==> src/rtl/bsg_manycore_proc_req_mux.sv <==
// bsg_manycore_proc_req_mux
//   Shares one manycore endpoint TX port and its return path among num_chan_p
//   request channels. Each channel has a small request FIFO. A locking
//   round-robin arbiter issues FIFO heads. Per-channel outstanding counters
//   gate issue, and returns are steered back to their channel by tag.
//   Optional feature macro: BSG_MANYCORE_REQ_MUX_STATS_EN adds stall_cnt_o,
//   which holds one saturating 32-bit stall counter per channel.

module bsg_manycore_proc_req_mux #(
  parameter int num_chan_p         = 2,
  parameter int pkt_width_p        = 32,
  parameter int data_width_p       = 32,
  parameter int fifo_els_p         = 2,
  parameter int max_out_credits_p  = 32,
  parameter int max_chan_credits_p = 16,
  localparam int chan_id_width_lp  = (num_chan_p > 1) ? $clog2(num_chan_p) : 1,
  localparam int cnt_w_lp          = $clog2(max_chan_credits_p + 1),
  localparam int credit_w_lp       = $clog2(max_out_credits_p + 1)
) (
  input  logic                              clk_i,
  input  logic                              reset_n_i,
  input  logic [num_chan_p-1:0]             req_v_i,
  input  logic [num_chan_p*pkt_width_p-1:0] req_pkt_i,
  output logic [num_chan_p-1:0]             req_ready_o,
  output logic                              out_v_o,
  output logic [pkt_width_p-1:0]            out_packet_o,
  output logic [chan_id_width_lp-1:0]       out_chan_o,
  input  logic                              out_ready_i,
  input  logic [credit_w_lp-1:0]            out_credits_i,
  input  logic                              returned_v_i,
  input  logic [chan_id_width_lp-1:0]       returned_chan_i,
  input  logic [data_width_p-1:0]           returned_data_i,
  output logic                              returned_yumi_o,
  output logic [num_chan_p-1:0]             resp_v_o,
  output logic [data_width_p-1:0]           resp_data_o,
  input  logic [num_chan_p-1:0]             resp_yumi_i,
  output logic [num_chan_p-1:0]             outstanding_req_o
`ifdef BSG_MANYCORE_REQ_MUX_STATS_EN
  , output logic [num_chan_p*32-1:0]        stall_cnt_o
`endif
);

  localparam int ptr_w_lp  = $clog2(fifo_els_p);
  localparam int fcnt_w_lp = $clog2(fifo_els_p + 1);

  typedef enum logic [0:0] {ST_IDLE = 1'b0, ST_LOCK = 1'b1} state_e;

  state_e                      r_state;
  state_e                      w_state_nxt;
  logic [chan_id_width_lp-1:0] r_rr;
  logic [chan_id_width_lp-1:0] r_lock_chan;
  logic [pkt_width_p-1:0]      r_mem    [num_chan_p][fifo_els_p];
  logic [ptr_w_lp-1:0]         r_rd_ptr [num_chan_p];
  logic [ptr_w_lp-1:0]         r_wr_ptr [num_chan_p];
  logic [fcnt_w_lp-1:0]        r_fcnt   [num_chan_p];
  logic [fcnt_w_lp-1:0]        w_fcnt_nxt [num_chan_p];
  logic [num_chan_p-1:0]       r_full;
  logic [cnt_w_lp-1:0]         r_cnt    [num_chan_p];

  logic [num_chan_p-1:0]       w_nonempty;
  logic [num_chan_p-1:0]       w_elig;
  logic [num_chan_p-1:0]       w_enq;
  logic [num_chan_p-1:0]       w_inc;
  logic [num_chan_p-1:0]       w_dec;
  logic                        w_found;
  logic [chan_id_width_lp-1:0] w_grant;
  logic [chan_id_width_lp-1:0] w_sel_chan;
  logic                        w_out_v;
  logic                        w_issue;
  logic                        w_ret_in_range;
  logic                        w_yumi;
  logic                        w_ret_bad;

  // Per-channel FIFO status, eligibility and enqueue qualification
  always_comb begin
    for (int c = 0; c < num_chan_p; c++) begin
      w_nonempty[c] = (r_fcnt[c] != '0);
      w_elig[c]     = w_nonempty[c] && (r_cnt[c] < cnt_w_lp'(max_chan_credits_p))
                      && (out_credits_i != '0);
      w_enq[c]      = req_v_i[c] && !r_full[c];
    end
  end

  // Round-robin search for the first eligible channel at or after the pointer
  always_comb begin
    int v_idx;
    w_found = 1'b0;
    w_grant = '0;
    v_idx   = 0;
    for (int i = 0; i < num_chan_p; i++) begin
      v_idx = int'(r_rr) + i;
      if (v_idx >= num_chan_p) begin
        v_idx = v_idx - num_chan_p;
      end else begin
        v_idx = v_idx;
      end
      if (!w_found && w_elig[v_idx]) begin
        w_found = 1'b1;
        w_grant = chan_id_width_lp'(v_idx);
      end else begin
        w_found = w_found;
      end
    end
  end

  // Lock FSM next state and selected channel; a stalled grant stays locked
  always_comb begin
    w_state_nxt = r_state;
    w_sel_chan  = w_grant;
    w_out_v     = 1'b0;
    case (r_state)
      ST_IDLE: begin
        w_sel_chan = w_grant;
        w_out_v    = w_found;
        if (w_found && !out_ready_i) begin
          w_state_nxt = ST_LOCK;
        end else begin
          w_state_nxt = ST_IDLE;
        end
      end
      ST_LOCK: begin
        w_sel_chan = r_lock_chan;
        w_out_v    = 1'b1;
        if (out_ready_i) begin
          w_state_nxt = ST_IDLE;
        end else begin
          w_state_nxt = ST_LOCK;
        end
      end
      default: begin
        w_state_nxt = ST_IDLE;
      end
    endcase
  end

  assign w_issue      = w_out_v && out_ready_i;
  assign out_v_o      = w_out_v;
  assign out_chan_o   = w_sel_chan;
  assign out_packet_o = r_mem[w_sel_chan][r_rd_ptr[w_sel_chan]];
  assign req_ready_o  = ~r_full;
  assign resp_data_o  = returned_data_i;

  assign w_ret_in_range = ({1'b0, returned_chan_i} < (chan_id_width_lp + 1)'(num_chan_p));

  // Return steering, consume handshake and per-channel counter deltas
  always_comb begin
    resp_v_o          = '0;
    outstanding_req_o = '0;
    w_inc             = '0;
    w_dec             = '0;
    w_yumi            = 1'b0;
    w_ret_bad         = 1'b0;
    for (int c = 0; c < num_chan_p; c++) begin
      resp_v_o[c] = returned_v_i && w_ret_in_range && (returned_chan_i == chan_id_width_lp'(c));
      w_yumi      = w_yumi || (resp_v_o[c] && resp_yumi_i[c]);
      w_inc[c]    = w_issue && (w_sel_chan == chan_id_width_lp'(c));
      w_dec[c]    = resp_v_o[c] && resp_yumi_i[c] && (r_cnt[c] != '0);
      w_ret_bad   = w_ret_bad || (resp_v_o[c] && (r_cnt[c] == '0));
      outstanding_req_o[c] = (r_cnt[c] != '0);
    end
    if (returned_v_i && !w_ret_in_range) begin
      w_ret_bad = 1'b1;
    end else begin
      w_ret_bad = w_ret_bad;
    end
  end

  assign returned_yumi_o = w_yumi;

  // FIFO occupancy next values (issue always comes from a nonempty head)
  always_comb begin
    for (int c = 0; c < num_chan_p; c++) begin
      if (w_enq[c] && !w_inc[c]) begin
        w_fcnt_nxt[c] = r_fcnt[c] + 1'b1;
      end else if (w_inc[c] && !w_enq[c]) begin
        w_fcnt_nxt[c] = r_fcnt[c] - 1'b1;
      end else begin
        w_fcnt_nxt[c] = r_fcnt[c];
      end
    end
  end

  // FIFO data storage; contents are don't-care until written
  always_ff @(posedge clk_i) begin
    for (int c = 0; c < num_chan_p; c++) begin
      if (w_enq[c]) begin
        r_mem[c][r_wr_ptr[c]] <= req_pkt_i[c*pkt_width_p +: pkt_width_p];
      end
    end
  end

  // FIFO pointers, occupancy, registered full flag and outstanding counters
  always_ff @(posedge clk_i or negedge reset_n_i) begin
    if (!reset_n_i) begin
      for (int c = 0; c < num_chan_p; c++) begin
        r_rd_ptr[c] <= '0;
        r_wr_ptr[c] <= '0;
        r_fcnt[c]   <= '0;
        r_cnt[c]    <= '0;
      end
      r_full <= '0;
    end else begin
      for (int c = 0; c < num_chan_p; c++) begin
        if (w_enq[c]) begin
          r_wr_ptr[c] <= (r_wr_ptr[c] == ptr_w_lp'(fifo_els_p - 1)) ? '0 : r_wr_ptr[c] + 1'b1;
        end
        if (w_inc[c]) begin
          r_rd_ptr[c] <= (r_rd_ptr[c] == ptr_w_lp'(fifo_els_p - 1)) ? '0 : r_rd_ptr[c] + 1'b1;
        end
        r_fcnt[c] <= w_fcnt_nxt[c];
        r_full[c] <= (w_fcnt_nxt[c] == fcnt_w_lp'(fifo_els_p));
        if (w_inc[c] && !w_dec[c]) begin
          r_cnt[c] <= r_cnt[c] + 1'b1;
        end else if (w_dec[c] && !w_inc[c]) begin
          r_cnt[c] <= r_cnt[c] - 1'b1;
        end
      end
    end
  end

  // Arbiter state: lock FSM, captured lock channel and round-robin pointer
  always_ff @(posedge clk_i or negedge reset_n_i) begin
    if (!reset_n_i) begin
      r_state     <= ST_IDLE;
      r_lock_chan <= '0;
      r_rr        <= '0;
    end else begin
      r_state <= w_state_nxt;
      if ((r_state == ST_IDLE) && (w_state_nxt == ST_LOCK)) begin
        r_lock_chan <= w_grant;
      end
      if (w_issue) begin
        r_rr <= (w_sel_chan == chan_id_width_lp'(num_chan_p - 1)) ? '0 : w_sel_chan + 1'b1;
      end
    end
  end

`ifdef BSG_MANYCORE_REQ_MUX_STATS_EN
  logic [31:0] r_stall [num_chan_p];

  // Saturating count of cycles a channel had a head waiting but did not issue
  always_ff @(posedge clk_i or negedge reset_n_i) begin
    if (!reset_n_i) begin
      for (int c = 0; c < num_chan_p; c++) begin
        r_stall[c] <= 32'd0;
      end
    end else begin
      for (int c = 0; c < num_chan_p; c++) begin
        if (w_nonempty[c] && !w_inc[c] && (r_stall[c] != 32'hFFFF_FFFF)) begin
          r_stall[c] <= r_stall[c] + 32'd1;
        end
      end
    end
  end

  // Flatten stall counters onto the output bus
  always_comb begin
    for (int c = 0; c < num_chan_p; c++) begin
      stall_cnt_o[c*32 +: 32] = r_stall[c];
    end
  end
`endif

  bsg_manycore_proc_req_mux_chk u_chk (
    .clk_i     (clk_i),
    .reset_n_i (reset_n_i),
    .bad_i     (w_ret_bad)
  );

endmodule

// Flags returns for a channel with nothing outstanding or an invalid channel tag
module bsg_manycore_proc_req_mux_chk (
  input logic clk_i,
  input logic reset_n_i,
  input logic bad_i
);

  // Report an illegal return on every offending cycle
  always @(posedge clk_i) begin
    if (reset_n_i) begin
      assert (!bad_i) else $error("return with zero outstanding or invalid channel");
    end
  end

endmodule

==> config.mk <==
export PLATFORM = sky130hd
export DESIGN_NAME = bsg_manycore_proc_req_mux
export DESIGN_NICKNAME = d
export VERILOG_FILES = /design/src/rtl/bsg_manycore_proc_req_mux.sv
export SDC_FILE = /design/constraint.sdc
export NUM_CORES = 1
export LEC_CHECK = 0
export BUFFER_PORTS_ARGS = -buffer_cell sky130_fd_sc_hd__buf_2
export CORE_ASPECT_RATIO = 1.2
export CORE_MARGIN = 5
export CORE_UTILIZATION = 40
export CTS_BUF_LIST = sky130_fd_sc_hd__clkbuf_8
export CTS_CLUSTER_DIAMETER = 100
export CTS_CLUSTER_SIZE = 16
export DETAILED_ROUTE_END_ITERATION = 8
export SETUP_SLACK_MARGIN = 0.02
export SKIP_LAST_GASP = 1
export SLEW_MARGIN = 0
export SYNTH_ARGS = -nofsm -noshare
export SYNTH_HDL_FRONTEND = slang
export SYNTH_HIERARCHICAL = 1
export SYNTH_SLANG_ARGS = --single-unit
==> constraint.sdc <==
create_clock -name clk_i -period 4.5 [get_ports clk_i]
set_input_delay 0.9 -clock clk_i [delete_from_list [all_inputs] [get_ports clk_i]]
set_output_delay 0.9 -clock clk_i [all_outputs]
set_load 0.05 [all_outputs]
==> run_results.csv, run 1 <==
group,metric,value,unit
clock_tree,cts_made_buffers,17,
critical_path,end_kind,"output pin",
logic_synthesis,synth_seq_cells,151,
global_routing,gr-total-overflow,0,
route,via_per_inst,5.03,
logic_synthesis,synth_top_flop_cell,"edfxtp_1",
route,dr.pass1.iters,4,
route,vias,3912,
logic_synthesis,yosysTopAreaCell,"edfxtp_1",
timing,setup_viol,0,
timing,fin_setup_tns,0,ps
timing,fin_crit_sh,0.904,
layout,nets,676,
placed_design,dp_slack,703,ps
pwr,power_leakage,0.00291,uW
floorplan,row_count,51,
critical_path,crit_fanout,67,
clock_tree,tritoncts,"done",
clock_tree,cts_buffer_depth,2,
critical_path,crit_arrival,3170,ps
logic_synthesis,synth_edf_count,128,
floorplan,die_y,151,um
clock_tree,cts_setup_buffers,0,
timing,hold_violations,0,
critical_path,cp_cell_sequence,"inv_1 > ha_1 > nor4_4 > a22o_2 > buf_4 > a211oi_1 > a21oi_1 > buf_2",
logic_synthesis,syn_avg_cell_area,14.2,um^2
critical_path,required,3600,ps
logic_synthesis,ys_warn_count,6,
timing,tightest_slew,1120,ps
logic_synthesis,seq_area_frac_synth,0.667,
clock_tree,clkSinkCount,151,
placed_design,io_buffers,119,
route,drtIter0Drc,228,
timing,rsz0062_at_grt,"no",
critical_path,cpPeakStageDelay,580,ps
floorplan,fp.dieW,128,um
layout,syn2layout_area_growth,14.0,%
floorplan,core,16300,um^2
worst_hold_path,hp-class,"in2async",
floorplan,die_area,19300,um^2
timing,relSlewSlack,0.255,
global_routing,grt_pass1_wl,20800,um
layout,diodes,0,
global_routing,grt_max_degree,68,
layout,post-route-util,0.464,
logic_synthesis,synthTopCellsByCount,"128 x edfxtp_1, 39 x a21oi_1, 39 x nor2b_1",
layout,drive_gt1_frac,0.283,
route,postRouteWirelength,13200,um
timing,min_period,4070,ps
layout,final_area,7550,um^2
global_routing,first_global_vias,4175,
status,status,"finished clean",
timing,setup_ws,431,ps
clock_tree,clkTransAtPathRegs,80,ps
logic_synthesis,netlist_area,6630,um^2
placed_design,place_area,7160,um^2
critical_path,reg2reg_from,"r_fcnt[1]",
logic_synthesis,synthesis.nets,592,
logic_synthesis,ys_types,43,
clock_tree,h-tree-depth,4,
logic_synthesis,synth_cells,468,
pwr,peakVddDrop,0.331,mV
route,drc_errors,0,
flow_run,maxCapViolations,0,
logic_synthesis,synthArstFlopShare,0.152,
critical_path,crit_start,"r_fcnt[1]",
critical_path,crit_type,"reg2out",
pwr,powerDensity,819,nW/um^2
clock_tree,clock_latency,430,ps
logic_synthesis,synth_area_leaders,"edfxtp_1 58%, dfrtp_1 8.7%, mux2i_1 5.4%",
placed_design,place.gp.congestion,0.752,
clock_tree,hold_buffers,0,
route,detail-route-antenna-nets,0,
global_routing,antenna_found_initial,1,
route,routedWlPerCell,16.9,um
critical_path,r2r_setup_slack,1170,ps
global_routing,gr-usage-all-layers,0.140,
floorplan,initial_core_util,0.407,
critical_path,critPathLaunchType,"flip-flop",
logic_synthesis,yosysTopAreaCellShare,0.580,
logic_synthesis,synth.most_common_cell,"edfxtp_1",
timing,skew,12.2,ps
pwr,p_total,6180,uW
clock_tree,cts-resized-gates,0,
timing,slew_viol_final,0,
critical_path,cp_slowest_cell,"buf_4",
placed_design,hpwl,8850,um
clock_tree,root_buffer,"clkbuf_8",
floorplan,ioPinCount,184,
timing,max_freq,0.246,GHz
## critical path, delay by kind of cell, from the launching register on
kind            cells  cell delay [ps]
compound gates      3              610
simple gates        1              450
flops               1              420
fa+ha+maj           1              240
buf+inv             3              970
## per-layer routing
layer | GRT usage | part of all wire | vias up
met1 | 0.166 | 0.41 | 1914
met2 | 0.245 | 0.52 | 103
met5 | 0 | 0.00053 | -
met4 | 0.0392 | 0.013 | 2
met3 | 0.0476 | 0.060 | 19
li1 | - | - | 1874
## area by class of cell
| cell class | instances | area [um^2] |
|---|---|---|
| Clock buffer | 17 | 234 |
| Multi-Input combinational cell | 244 | 1800 |
| Sequential cell | 151 | 4420 |
| Timing Repair Buffer | 120 | 603 |
| Clock inverter | 15 | 161 |
| Fill cell | 1465 | 8720 |
| Inverter | 18 | 67.6 |
| Tap cell | 212 | 265 |
## power by group
group	total [uW]	internal, uW	switching, uW
sequential	2230	1910	313
combinational	2930	872	2060
clock	1030	540	487
## flip-flops by register name, indices dropped and copies added, names as in the netlist
register and cells:
r_mem 128, r_cnt 10, r_fcnt 4, r_full 2, r_rd_ptr 2, r_wr_ptr 2, r_lock_chan 1, r_rr 1
r_state 1
## metrics by stage
stage                     instances  hold slack [ps]
final                           777              450
after detailed placement        745              504
after CTS                       777              433
after floorplan                 468              456
after global placement          745              489
after global routing            777              444
## logic make-up after synthesis
kind of cell | Yosys count | share of synthesized area
flip-flops | 151 | 0.667
AO/OA/AOI/OAI | 99 | 0.0972
AND/OR/NAND/NOR | 81 | 0.0699
buffers and inverters | 73 | 0.0651
multiplexers | 36 | 0.0544
XOR/XNOR | 15 | 0.0198
adder cells (fa/ha/maj) | 13 | 0.0268
## final timing paths
path | end | cells after the start
worst max-delay path | out_packet_o[16] | 8
worst min-delay path | r_state | 1
worst max register to register | r_cnt[9] | 14
worst min register to register | r_cnt[5] | 1
max in group asynchronous | r_rd_ptr[0] | 1
min in group clk_i | r_cnt[5] | 1
## layout by cell type (no fill, tap or decap), drive strengths merged, types with 3 or more instances in the layout
cell	netlist	final
a211oi	32	32
a21oi	39	39
a31oi	3	3
and2	3	3
buf	42	120
bufinv	0	3
clkbuf	13	17
clkinv	0	8
dfrtp	23	23
edfxtp	128	128
ha	11	11
inv	18	20
mux2i	36	36
nand2	14	14
nand3	5	5
nor2	8	8
nor2b	39	39
nor3	5	5
nor4	3	3
o21ai	10	10
xnor2	9	9
xor2	6	6
No activity file was read; power rests on OpenSTA's default activity.
==> run 2: changes to the inputs <==
--- a/config.mk
+++ b/config.mk
@@ -13,6 +13,7 @@
 export CTS_CLUSTER_DIAMETER = 100
 export CTS_CLUSTER_SIZE = 16
 export DETAILED_ROUTE_END_ITERATION = 8
+export RECOVER_POWER = 100
 export SETUP_SLACK_MARGIN = 0.02
 export SKIP_LAST_GASP = 1
 export SLEW_MARGIN = 0
==> run_results.csv, run 2 (same netlist as run 1, synthesis figures left out) <==
group,metric,value,unit
status,status,"complete, but fails checks",
status,violations,"max-capacitance violations, max-slew violations",
critical_path,crit_type,"reg2out",
floorplan,die_area,19300,um^2
critical_path,cp_cell_sequence,"inv_1 > ha_1 > nor4_4 > a22o_2 > buf_4 > a211oi_1 > a21oi_1 > clkbuf_1",
global_routing,grt_max_degree,68,
floorplan,ioPinCount,184,
clock_tree,cts-resized-gates,0,
timing,rsz0062_at_grt,"no",
pwr,powerDensity,824,nW/um^2
layout,nFillCells,1506,
layout,largest_reg_flops,128,
clock_tree,clkSinkCount,151,
floorplan,core,16300,um^2
global_routing,gr-usage-all-layers,0.140,
placed_design,place.gp.congestion,0.752,
layout,post-route-util,0.457,
route,drtIter0Drc,207,
floorplan,fp.dieW,128,um
pwr,power_leakage,0.00275,uW
critical_path,crit_fanout,67,
route,dr.pass1.iters,4,
layout,mostFrequentLayoutCells,"128 x edfxtp_1, 57 x clkbuf_1, 40 x buf_2, 39 x nor2b_1, 39 x a21oi_1",
route,top_layer,"met5",
layout,diodes,0,
critical_path,cpPeakStageDelay,580,ps
critical_path,cp_slowest_cell,"buf_4",
route,drc_errors,0,
route,postRouteWirelength,13100,um
route,dr_wl_met2,6830,um
timing,hold_violations,0,
critical_path,critPathLaunchType,"flip-flop",
global_routing,antenna_found_initial,1,
layout,seqCellArea,4420,um^2
floorplan,row_count,51,
timing,max_freq,0.244,GHz
timing,setup_viol,0,
layout,drive_gt1_frac,0.168,
clock_tree,tritoncts,"done",
clock_tree,cts_made_buffers,17,
floorplan,die_y,151,um
clock_tree,cts_buffer_depth,2,
route,wl_met3,756,um
global_routing,gr-total-overflow,0,
critical_path,required,3600,ps
global_routing,grt_pass1_wl,20800,um
timing,tightest_slew,3120,ps
clock_tree,root_buffer,"clkbuf_8",
route,wl_met1,5320,um
route,via_per_inst,5.02,
floorplan,initial_core_util,0.407,
route,detail-route-antenna-nets,0,
clock_tree,hold_buffers,0,
timing,fin_crit_sh,0.912,
critical_path,end_kind,"output pin",
critical_path,crit_arrival,3210,ps
pwr,p_total,6130,uW
timing,fin_setup_tns,0,ps
timing,holdWs,495,ps
placed_design,hpwl,8850,um
timing,relSlewSlack,-1.09,
layout,syn2layout_area_growth,12.2,%
timing,slew_viol_final,132,
global_routing,first_global_vias,4175,
worst_hold_path,hp-class,"reg2reg",
clock_tree,clock_latency,430,ps
route,vias,3902,
clock_tree,cts_setup_buffers,0,
layout,multi_input_area,1760,um^2
timing,min_period,4110,ps
timing,skew,13.9,ps
flow_run,maxCapViolations,4,
clock_tree,h-tree-depth,4,
placed_design,io_buffers,119,
pwr,peakVddDrop,0.331,mV
layout,nets,676,
clock_tree,clkTransAtPathRegs,80,ps
route,routedWlPerCell,16.8,um
layout,final_common_cell,"edfxtp_1",
## run 2: report_power, final
group          leakage (uW)  internal [uW]  switching (uW)
registers           0.00147           1930             306
logic               0.00108            809            2060
clock network      0.000199            541             486
## run 2: worst paths after layout
check	slack, ps	from	depth (start not counted)	to
worst max register to register	1060	r_fcnt[0]	15	r_cnt[9]
min in group asynchronous	740	reset_n_i	1	r_state
worst min-delay path	500	r_wr_ptr[0]	1	r_wr_ptr[0]
max in group asynchronous	2890	reset_n_i	1	r_rd_ptr[0]
worst max-delay path	390	r_fcnt[0]	8	out_packet_o[4]
worst min register to register	500	r_wr_ptr[0]	1	r_wr_ptr[0]
## run 2: critical path, delay by kind of cell (launching register included)
kind | cells | cell delay (ps)
and+or+nand+nor | 1 | 440
adders and majority gates | 1 | 250
DFF | 1 | 380
buffers and inverters | 3 | 1170
AOI/OAI and AO/OA | 3 | 510
## run 2: layout make-up
class,count,share of cell area
sequential,151,0.595
multi-input combinational,244,0.236
timing repair buffer,120,0.0715
tap,212,0.0357
clock buffer,17,0.0315
clock inverter,15,0.0217
inverter,18,0.00908
## run 2: through the flow
step / area (um^2) / setup slack (ps) / std cells
final: 7440 / 395 / 777
after global routing: 7440 / 113 / 777
after CTS: 7550 / 437 / 777
after detailed placement: 7160 / 703 / 745
after global placement: 7160 / 742 / 745
after floorplan: 6630 / 925 / 468
## run 2: routing by layer
metal,global-route usage,vias to the layer above
met1,0.166,1901
met2,0.245,108
li1,-,1873
met5,0,-
met3,0.0476,18
met4,0.0392,2
